### src/rtl/char_action_decoder_if.sv
// rtl/char_action_decoder_if.sv - frame/state input and character output bundle for char_action_decoder
//
// Signals:
//   FRAME_EN      one-cycle pulse per game frame (master -> slave)
//   STATE         4-bit character state code from the key-input FSM (master -> slave)
//   POS_X         character left-edge X coordinate (slave -> master)
//   HITBOX_ACTIVE attack hitbox live (slave -> master)
//   HITBOX_X0/X1  inclusive hitbox horizontal extent (slave -> master)
//   PHASE_CNT     frames spent in the current state (slave -> master)
//   ATTACK_COUNT  attacks that reached the active phase, mod 256 (slave -> master)
//   SEQ_ERR       sticky protocol-violation flag (slave -> master)
interface char_action_decoder_if;
    logic       FRAME_EN;
    logic [3:0] STATE;
    logic [9:0] POS_X;
    logic       HITBOX_ACTIVE;
    logic [9:0] HITBOX_X0;
    logic [9:0] HITBOX_X1;
    logic [4:0] PHASE_CNT;
    logic [7:0] ATTACK_COUNT;
    logic       SEQ_ERR;

    modport master (
        output FRAME_EN, STATE,
        input  POS_X, HITBOX_ACTIVE, HITBOX_X0, HITBOX_X1, PHASE_CNT, ATTACK_COUNT, SEQ_ERR
    );

    modport slave (
        input  FRAME_EN, STATE,
        output POS_X, HITBOX_ACTIVE, HITBOX_X0, HITBOX_X1, PHASE_CNT, ATTACK_COUNT, SEQ_ERR
    );
endinterface

### src/rtl/char_action_decoder.sv
// rtl/char_action_decoder.sv - per-frame character motion, hitbox, phase counter and protocol checker
//
// Ports:
//   CLOCK    system clock, all state changes on its rising edge
//   RESET_N  asynchronous active-low reset
//   bus      char_action_decoder_if.slave: FRAME_EN/STATE in, registered character outputs out
//
// STATE is sampled only when FRAME_EN is high; every output is a register that
// updates on the following cycle and holds between frames.
module char_action_decoder #(
    parameter logic [9:0] START_X     = 10'd100,
    parameter logic [9:0] MIN_X       = 10'd0,
    parameter logic [9:0] MAX_X       = 10'd576,
    parameter logic [9:0] STEP        = 10'd3,
    parameter logic [9:0] CHAR_W      = 10'd64,
    parameter logic [9:0] RANGE_BASIC = 10'd40,
    parameter logic [9:0] RANGE_DIR   = 10'd56
) (
    input  logic                  CLOCK,
    input  logic                  RESET_N,
    char_action_decoder_if.slave  bus
);

    typedef enum logic [3:0] {
        S_IDLE         = 4'd0,
        S_LEFT         = 4'd1,
        S_RIGHT        = 4'd2,
        S_ATK_START    = 4'd3,
        S_ATK_ACTIVE   = 4'd4,
        S_ATK_RECOVERY = 4'd5,
        S_DIR_START    = 4'd6,
        S_DIR_ACTIVE   = 4'd7,
        S_DIR_RECOVERY = 4'd8
    } code_e;

    localparam logic [11:0] SCREEN_MAX = 12'd639;

    code_e      prev_q,   prev_d;
    logic [9:0] pos_q,    pos_d;
    logic       hb_q,     hb_d;
    logic [9:0] x0_q,     x0_d;
    logic [9:0] x1_q,     x1_d;
    logic [4:0] phase_q,  phase_d;
    logic [7:0] cnt_q,    cnt_d;
    logic       err_q,    err_d;

    logic        in_range;
    code_e       code;
    logic [10:0] pos_ext;
    logic [10:0] right_sum;
    logic [9:0]  hb_range;
    logic [11:0] x0_ext;
    logic [11:0] x1_ext;

    function automatic logic is_legal(input code_e p, input code_e c);
        logic ok;
        ok = 1'b0;
        if (p == c) begin
            ok = 1'b1;
        end else begin
            case (p)
                S_IDLE:         ok = (c == S_LEFT) || (c == S_RIGHT) || (c == S_ATK_START);
                S_LEFT,
                S_RIGHT:        ok = (c == S_IDLE) || (c == S_LEFT) || (c == S_RIGHT) || (c == S_DIR_START);
                S_ATK_START:    ok = (c == S_ATK_ACTIVE);
                S_ATK_ACTIVE:   ok = (c == S_ATK_RECOVERY);
                S_ATK_RECOVERY: ok = (c == S_IDLE);
                S_DIR_START:    ok = (c == S_DIR_ACTIVE);
                S_DIR_ACTIVE:   ok = (c == S_DIR_RECOVERY);
                S_DIR_RECOVERY: ok = (c == S_IDLE);
                default:        ok = 1'b0;
            endcase
        end
        return ok;
    endfunction

    always_comb begin
        // Codes 9-15 behave as IDLE for everything except the error flag.
        in_range  = (bus.STATE <= 4'd8);
        code      = in_range ? code_e'(bus.STATE) : S_IDLE;

        prev_d    = prev_q;
        pos_d     = pos_q;
        hb_d      = hb_q;
        x0_d      = x0_q;
        x1_d      = x1_q;
        phase_d   = phase_q;
        cnt_d     = cnt_q;
        err_d     = err_q;

        pos_ext   = {1'b0, pos_q};
        right_sum = pos_ext + {1'b0, STEP};
        hb_range  = (code == S_DIR_ACTIVE) ? RANGE_DIR : RANGE_BASIC;
        x0_ext    = 12'd0;
        x1_ext    = 12'd0;

        if (bus.FRAME_EN) begin
            prev_d = code;

            // Motion: compare before subtracting so the left wall never wraps.
            if (code == S_LEFT) begin
                if (pos_ext >= ({1'b0, MIN_X} + {1'b0, STEP})) begin
                    pos_d = pos_q - STEP;
                end else begin
                    pos_d = MIN_X;
                end
            end else if (code == S_RIGHT) begin
                if (right_sum > {1'b0, MAX_X}) begin
                    pos_d = MAX_X;
                end else begin
                    pos_d = right_sum[9:0];
                end
            end

            // Hitbox uses the position of this same frame; widened so the
            // screen-edge saturation sees the true sum.
            x0_ext = {2'b00, pos_d} + {2'b00, CHAR_W};
            x1_ext = x0_ext + {2'b00, hb_range} - 12'd1;
            if ((code == S_ATK_ACTIVE) || (code == S_DIR_ACTIVE)) begin
                hb_d = 1'b1;
                x0_d = (x0_ext > SCREEN_MAX) ? SCREEN_MAX[9:0] : x0_ext[9:0];
                x1_d = (x1_ext > SCREEN_MAX) ? SCREEN_MAX[9:0] : x1_ext[9:0];
            end else begin
                hb_d = 1'b0;
                x0_d = 10'd0;
                x1_d = 10'd0;
            end

            if (code != prev_q) begin
                phase_d = 5'd0;
            end else if (phase_q != 5'd31) begin
                phase_d = phase_q + 5'd1;
            end

            if (((prev_q == S_ATK_START) && (code == S_ATK_ACTIVE)) ||
                ((prev_q == S_DIR_START) && (code == S_DIR_ACTIVE))) begin
                cnt_d = cnt_q + 8'd1;
            end

            if (!in_range || !is_legal(prev_q, code)) begin
                err_d = 1'b1;
            end
        end
    end

    always_ff @(posedge CLOCK or negedge RESET_N) begin
        if (!RESET_N) begin
            prev_q  <= S_IDLE;
            pos_q   <= START_X;
            hb_q    <= 1'b0;
            x0_q    <= 10'd0;
            x1_q    <= 10'd0;
            phase_q <= 5'd0;
            cnt_q   <= 8'd0;
            err_q   <= 1'b0;
        end else begin
            prev_q  <= prev_d;
            pos_q   <= pos_d;
            hb_q    <= hb_d;
            x0_q    <= x0_d;
            x1_q    <= x1_d;
            phase_q <= phase_d;
            cnt_q   <= cnt_d;
            err_q   <= err_d;
        end
    end

    assign bus.POS_X         = pos_q;
    assign bus.HITBOX_ACTIVE = hb_q;
    assign bus.HITBOX_X0     = x0_q;
    assign bus.HITBOX_X1     = x1_q;
    assign bus.PHASE_CNT     = phase_q;
    assign bus.ATTACK_COUNT  = cnt_q;
    assign bus.SEQ_ERR       = err_q;

endmodule

### src/flat_wrapper.sv
// flat-port wrapper written by rule: the top's interface ports become plain ports
module char_action_decoder_flat 
#(
    parameter logic [9:0] START_X     = 10'd100,
    parameter logic [9:0] MIN_X       = 10'd0,
    parameter logic [9:0] MAX_X       = 10'd576,
    parameter logic [9:0] STEP        = 10'd3,
    parameter logic [9:0] CHAR_W      = 10'd64,
    parameter logic [9:0] RANGE_BASIC = 10'd40,
    parameter logic [9:0] RANGE_DIR   = 10'd56
)
  (CLOCK, RESET_N, bus_FRAME_EN, bus_STATE, bus_POS_X, bus_HITBOX_ACTIVE, bus_HITBOX_X0, bus_HITBOX_X1, bus_PHASE_CNT, bus_ATTACK_COUNT, bus_SEQ_ERR);
  char_action_decoder_if bus_i ();
  input  logic CLOCK;
  input  logic RESET_N;
  input wire logic [$bits(bus_i.FRAME_EN)-1:0] bus_FRAME_EN;
  input wire logic [$bits(bus_i.STATE)-1:0] bus_STATE;
  output wire logic [$bits(bus_i.POS_X)-1:0] bus_POS_X;
  output wire logic [$bits(bus_i.HITBOX_ACTIVE)-1:0] bus_HITBOX_ACTIVE;
  output wire logic [$bits(bus_i.HITBOX_X0)-1:0] bus_HITBOX_X0;
  output wire logic [$bits(bus_i.HITBOX_X1)-1:0] bus_HITBOX_X1;
  output wire logic [$bits(bus_i.PHASE_CNT)-1:0] bus_PHASE_CNT;
  output wire logic [$bits(bus_i.ATTACK_COUNT)-1:0] bus_ATTACK_COUNT;
  output wire logic [$bits(bus_i.SEQ_ERR)-1:0] bus_SEQ_ERR;
  assign bus_i.FRAME_EN = bus_FRAME_EN;
  assign bus_i.STATE = bus_STATE;
  assign bus_POS_X = bus_i.POS_X;
  assign bus_HITBOX_ACTIVE = bus_i.HITBOX_ACTIVE;
  assign bus_HITBOX_X0 = bus_i.HITBOX_X0;
  assign bus_HITBOX_X1 = bus_i.HITBOX_X1;
  assign bus_PHASE_CNT = bus_i.PHASE_CNT;
  assign bus_ATTACK_COUNT = bus_i.ATTACK_COUNT;
  assign bus_SEQ_ERR = bus_i.SEQ_ERR;
  char_action_decoder #(.START_X(START_X), .MIN_X(MIN_X), .MAX_X(MAX_X), .STEP(STEP), .CHAR_W(CHAR_W), .RANGE_BASIC(RANGE_BASIC), .RANGE_DIR(RANGE_DIR)) u_core (.CLOCK(CLOCK), .RESET_N(RESET_N), .bus(bus_i));
endmodule
### config.mk
export PLATFORM = sky130hd
export DESIGN_NAME = char_action_decoder_flat
export DESIGN_NICKNAME = d
export VERILOG_FILES = /design/src/rtl/char_action_decoder_if.sv /design/src/rtl/char_action_decoder.sv /design/src/flat_wrapper.sv
export SDC_FILE = /design/constraint.sdc
export NUM_CORES = 1
export LEC_CHECK = 0
export ABC_AREA = 0
export ABC_CLOCK_PERIOD_IN_PS = 5000
export CORE_MARGIN = 2
export CORE_UTILIZATION = 55
export CTS_CLUSTER_DIAMETER = 60
export DETAILED_ROUTE_END_ITERATION = 12
export PLACE_DENSITY = 0.81
export SYNTH_ARGS = -nofsm -noshare
export SYNTH_HDL_FRONTEND = slang
export SYNTH_SLANG_ARGS = --single-unit
### constraint.sdc
create_clock -name CLOCK -period 5 [get_ports CLOCK]
set_input_delay 1.5 -clock CLOCK [delete_from_list [all_inputs] [get_ports CLOCK]]
set_output_delay 1.5 -clock CLOCK [all_outputs]
set_load 0.1 [all_outputs]
==> results of run 1 <==
[worst max-delay path: cells and delay by family]
kind | cells | cell delay [ns]
AND/OR/NAND/NOR | 4 | 1.43
buffers and inverters | 3 | 0.87
AO/OA/AOI/OAI | 5 | 0.83
adder cells (fa/ha/maj) | 1 | 0.22
[registers in the layout, indices dropped and copies added, names as in the netlist]
register,count
u_core.bus.POS_X,10
u_core.prev_q,4
u_core.bus.HITBOX_X0,10
u_core.bus.HITBOX_ACTIVE,1
u_core.bus.PHASE_CNT,5
u_core.bus.ATTACK_COUNT,8
u_core.bus.SEQ_ERR,1
u_core.bus.HITBOX_X1,10
[final timing paths]
kind | start | end | cells after the start
setup / recovery | bus_STATE[1] | u_core.bus.HITBOX_X1[7] | 13
hold / removal | u_core.bus.ATTACK_COUNT[7] | u_core.bus.ATTACK_COUNT[7] | 1
setup reg to reg | u_core.bus.POS_X[0] | u_core.bus.HITBOX_X1[1] | 16
hold reg to reg | u_core.bus.ATTACK_COUNT[7] | u_core.bus.ATTACK_COUNT[7] | 1
max in group asynchronous | RESET_N | u_core.bus.ATTACK_COUNT[2] | 1
min in group asynchronous | RESET_N | u_core.bus.HITBOX_X0[5] | 1
[power by group]
group	internal [mW]	total (mW)	switching [mW]
Clock	0.0992	0.229	0.130
Combinational	0.298	0.927	0.630
Sequential	0.441	0.529	0.0884
[layout make-up]
class	instances	area, um^2	area share
clock inverters	1	7.507	0.001748
clock buffers	7	76.32	0.01777
repair buffers	74	678.2	0.1579
flip-flops and latches	49	1230	0.2864
inverters	16	60.06	0.01399
well taps	77	96.34	0.02244
multi-input cells	307	2146	0.4997
[Yosys cell counts (3+ instances only)]
cell and n:
nor3b_1 3, o2111ai_1 3, a31oi_1 3, ha_1 13, nor2_1 38, and2_1 3, nor3_1 20, nor4b_4 3
inv_1 16, xor2_1 9, a21oi_1 27, mux2i_1 3, or3_1 5, or2_2 4, nand2_1 23, a32o_1 3
a2bb2oi_1 6, nor2b_1 8, a211oi_1 3, dfstp_2 3, clkbuf_1 16, o21ai_2 3, nand3_1 9, buf_2 8
nand2b_1 7, nand3b_1 3, nor4b_1 3, dfrtp_1 46, mux2_2 7, o211ai_1 3, a22o_1 4, o2bb2ai_1 9
o21ai_0 19, xnor2_1 15
[kinds of logic (layout without fill, tap and decap cells)]
logic type	Yosys count	in the layout	share of synthesized area
AOI/OAI and AO/OA	116	116	0.2379
buffers and inverters	41	98	0.04631
DFF	49	49	0.3475
adders and majority gates	13	13	0.04595
muxes	11	11	0.03500
and+or+nand+nor	143	143	0.2280
xor gates and xnor gates	24	24	0.05939
[per-layer routing]
metal / vias to the layer above / global-route usage
li1: 1576 / -
met1: 1597 / 0.3767
met2: 103 / 0.4589
met3: 10 / 0.02753
met4: 0 / 0.06745
met5: - / 0
==> impl_metrics.tcl, run 1 <==
set metrics [dict create \
    status "finished, final reports clean" \
    setup_tns_ns 0 \
    min_path_type "reg2reg" \
    htreeDepth 2 \
    async_flop_share 1.000 \
    hold_buffers 0 \
    synth_top_area_cell "dfrtp_1" \
    cap_violations 0 \
    cp_cell_sequence "clkdlybuf4s50_1, or4b_4, a31oi_2, buf_4, a21oi_1, nor2_1, a311oi_1, inv_1, ha_1, nor3b_2, or2_2, o21ai_2, a32o_1" \
    portBuffers 51 \
    routed_wl_um 9302 \
    wl_met1_um 4356 \
    final_nets 473 \
    finClkSkew_ns 0.006148 \
    dpl_cell_area_mm2 0.004210 \
    power_mw 1.685 \
    fin_ws_ns 0.3359 \
    synth_nets 417 \
    die_area_mm2 0.007093 \
    fmax_mhz 214.4 \
    slowest_stage "or4b_4" \
    clockBufferDepth 2 \
    layout_commonest_cell "clkdlybuf4s50_1" \
    die_x_um 84.22 \
    rsz0062_at_grt "false" \
    ios 52 \
    leakagePower_nw 1.784 \
    nFillCells 524 \
    grt_overflow 0 \
    cp-end-kind "flop" \
    period_share 0.9328 \
    max_stage_delay_ns 0.63 \
    path_class "in2reg" \
    start_util 0.5639 \
    drc 0 \
    diodes 0 \
    hpwlAfterDp_um 6738 \
    synth_edf_count 0 \
    synthCells 397 \
    final_cells 531 \
    routed.top_layer "met4" \
    grt_pass1_wl_um 15790 \
    dp_slack_ns 0.06498 \
    peakVddDrop_uv 299.6 \
    syn_area_per_cell_um2 8.916 \
    postCtsSetupBuffers 0 \
    route.antenna.remaining_nets 0 \
    placed_cells 523 \
    fin_util 0.6841 \
    place_congestion 0.9282 \
    tightestPinTransition_ns 1.069 \
    wl_per_cell_um 17.52 \
    worstSetupStartpointType "input port" \
    finalCriticalPeriod_ns 4.664 \
    synth_seq_cells 49 \
    cts_buffers 5 \
    synth_area_leaders "dfrtp_1 33%, ha_1 4.6%, nor2_1 4.0%, a21oi_1 3.8%, xnor2_1 3.7%" \
    final_cell_mix "50 x clkdlybuf4s50_1, 46 x dfrtp_1, 38 x nor2_1, 27 x a21oi_1" \
    worstPathArrival_ns 4.86 \
    cts_resized 0 \
    drt_iter0_markers 240 \
    stdcell_area_mm2 0.004294 \
    wl_met3_um 348 \
    routed_via_density 6.188 \
    cp.required_ns 5.19 \
    rows 29 \
    cts_tree "yes" \
    clock_latency_ns 0.30 \
    setup_violations 0 \
    grt_use_total 0.2716 \
    final-max-slew-violation-count 0 \
    hold_ws_ns 0.4815 \
    via_count 3286 \
    synth_area_mm2 0.003540 \
    synth_cell_types 67 \
    crit_fanout 10 \
    firstDrtPassIters 5 \
    wl_met2_um 4490 \
    coreArea_mm2 0.006277 \
    rrSetupSlack_ns 0.55 \
    cts_sinks 49 \
    synth_seq_area_share 0.3475 \
    powerDensity_mw_per_mm2 392.5 \
    grt_start_max_net_pins 50 \
    area_delta_synth_final_pct 21.31 \
    clk_pin_slew_ns 0.09 \
    dieHeight_um 84.22 \
    ys_warn_count 0 \
    synthFlopType "dfrtp_1" \
    hold_violations 0 \
    root_buffer "clkbuf_8" \
    grt_pass1_vias 3207 \
    drive_gt1_frac 0.1300 \
    netlist.area_leader.share 0.3252 \
    slew_headroom 0.2874 \
    antenna_found_initial 0 \
]
Note: power is estimated with default switching activity, not from simulation.
==> run 2: changes to the inputs <==
--- a/config.mk
+++ b/config.mk
@@ -6,12 +6,12 @@
 export NUM_CORES = 1
 export LEC_CHECK = 0
 export ABC_AREA = 0
-export ABC_CLOCK_PERIOD_IN_PS = 5000
+export ABC_CLOCK_PERIOD_IN_PS = 3800
 export CORE_MARGIN = 2
-export CORE_UTILIZATION = 55
+export CORE_UTILIZATION = 50
 export CTS_CLUSTER_DIAMETER = 60
 export DETAILED_ROUTE_END_ITERATION = 12
-export PLACE_DENSITY = 0.81
+export PLACE_DENSITY = 0.77
 export SYNTH_ARGS = -nofsm -noshare
 export SYNTH_HDL_FRONTEND = slang
 export SYNTH_SLANG_ARGS = --single-unit
==> constraint.sdc (replaced) <==
create_clock -name CLOCK -period 3.8 [get_ports CLOCK]
set_input_delay 1.14 -clock CLOCK [delete_from_list [all_inputs] [get_ports CLOCK]]
set_output_delay 1.14 -clock CLOCK [all_outputs]
set_load 0.1 [all_outputs]
==> impl_metrics.tcl, run 2 (synthesized netlist as in run 1, its figures left out) <==
set metrics [dict create \
    status "finished, final reports clean" \
    leakagePower_nw 2.232 \
    ios 52 \
    powerDensity_mw_per_mm2 534.4 \
    cts_sinks 49 \
    path_delay_family "compound AO/OA/AOI/OAI gates" \
    place_congestion 0.9823 \
    tightestPinTransition_ns 0.9167 \
    area_delta_synth_final_pct 40.23 \
    dieHeight_um 88.14 \
    drt_iter0_markers 270 \
    cts_buffers 5 \
    hold_buffers 0 \
    die_area_mm2 0.007769 \
    cp.required_ns 4.05 \
    route.antenna.remaining_nets 0 \
    setup_violations 0 \
    diodes 0 \
    path_buf_inv 3 \
    period_share 0.9849 \
    cts_tree "yes" \
    grt_overflow 0 \
    nFillCells 519 \
    via_count 3654 \
    wl_per_cell_um 17.28 \
    final_cells 615 \
    hold_violations 0 \
    portBuffers 51 \
    drive_gt1_frac 0.4008 \
    placed_cells 595 \
    dp_slack_ns -0.6749 \
    path_class "in2reg" \
    register_area_mm2 0.001247 \
    pwr-share-seq 0.259 \
    slowest_stage "or4b_4" \
    htreeDepth 2 \
    p_switching_mw 1.240 \
    layout_commonest_cell "buf_4" \
    final_nets 538 \
    grt_pass1_wl_um 17130 \
    peakVddDrop_uv 393.0 \
    final_cell_mix "131 x buf_4, 42 x dfrtp_1, 36 x nor2_1, 25 x a21oi_1, 23 x nand2_1" \
    crit_fanout 8 \
    rows 30 \
    antenna_found_initial 0 \
    drc 0 \
    min_path_type "reg2reg" \
    max_stage_delay_ns 0.58 \
    cp-end-kind "flop" \
    fin_ws_ns 0.05727 \
    hpwlAfterDp_um 7518 \
    grt_start_max_net_pins 43 \
    die_x_um 88.14 \
    finalCriticalPeriod_ns 3.743 \
    p_int_mw 1.412 \
    grt_use_total 0.2789 \
    clockBufferDepth 2 \
    routed_via_density 5.941 \
    worstSetupStartpointType "input port" \
    power_mw 2.652 \
    finClkSkew_ns 0.005767 \
    swShare 0.4676 \
    power.share.combinational 0.575 \
    grt_pass1_vias 3528 \
    fmax_mhz 267.2 \
    cp_cell_sequence "buf_2, or4b_4, a31oi_4, and2_4, o31a_1, ha_4, inv_4, a311oi_4, o21ai_2, buf_4, mux2_4, o21ai_4, a32o_1" \
    slew_headroom 0.3889 \
    firstDrtPassIters 5 \
    final-max-slew-violation-count 0 \
    cap_violations 0 \
    worstPathArrival_ns 3.99 \
    multi_input_area_mm2 0.002354 \
    power_frac_clock 0.166 \
    rsz0062_at_grt "true" \
    routed_wl_um 10630 \
    start_util 0.5181 \
    clk_pin_slew_ns 0.09 \
    root_buffer "clkbuf_8" \
    clock_latency_ns 0.31 \
    coreArea_mm2 0.006832 \
]
## run 2: changes by cell type in the layout (fill, tap and decap cells not counted), moves of 3 or more
cell,before,now
buf_2,1,4
buf_4,23,131
clkdlybuf4s50_1,50,1
dfrtp_1,46,42
ha_1,13,9
ha_4,0,3
inv_1,16,13
inv_4,0,3
## run 2: through the flow
step            TNS, ns    util  hold WS, ns  area (um^2)
3_5_place_dp     -10.17  0.6709       0.4573         4583
5_1_grt        -0.06252  0.7266       0.5034         4964
6_report              0  0.7266       0.4783         4964
3_3_place_gp     -8.083  0.6709       0.4505         4583
2_1_floorplan   -0.5269       -       0.6111         3623
4_1_cts               0  0.7119       0.4799         4863
## run 2: timing repair
action / CTS / global route
endpoints found under the setup margin: 20 / 15
pin swaps: 10 / 17
setup buffers: 9 / 4
gates resized for setup: 30 / 19
## run 2: final timing paths
check | slack (ns) | start | depth (start not counted) | end
max in group asynchronous | 2.15 | RESET_N | 2 | u_core.bus.PHASE_CNT[1]
setup / recovery | 0.06 | bus_STATE[2] | 13 | u_core.bus.HITBOX_X1[7]
hold / removal | 0.48 | u_core.bus.SEQ_ERR | 1 | u_core.bus.SEQ_ERR
hold reg to reg | 0.48 | u_core.bus.SEQ_ERR | 1 | u_core.bus.SEQ_ERR
min in group asynchronous | 0.96 | RESET_N | 1 | u_core.bus.ATTACK_COUNT[0]
setup reg to reg | 0.07 | u_core.bus.POS_X[2] | 14 | u_core.bus.HITBOX_X1[7]
## run 2: cell type report
type,count,area share
clock buffer,5,0.01386
clock inverter,3,0.01311
inverter,16,0.01361
multi-input combinational,307,0.4742
sequential,49,0.2513
tap,96,0.02420
timing repair buffer,139,0.2097
## run 2: power by group through the flow
stage               clock network [mW]  logic (mW)  registers [mW]
finish                           0.440        1.53           0.687
detailed placement                   0        1.37           0.690
CTS                              0.446        1.45           0.681
floorplan                            0       0.609            1.02
global route                     0.459        1.61           0.697
global placement                     0        1.35           0.688
## run 2: layer usage
metal	wire, um	track usage	up-vias
met5	0	0	-
met4	324	0.1116	0
met3	597	0.02922	30
met2	5225	0.4656	151
met1	4482	0.3726	1773
li1	-	-	1700
## run 2: worst reg2reg max path: cells and delay by family, from the launching register on
family / cells / cell delay (ns)
compound gates: 9 / 1.96
flops: 1 / 0.69
fa+ha+maj: 1 / 0.30
mux: 1 / 0.30
simple gates: 1 / 0.25
buf+inv: 2 / 0.19
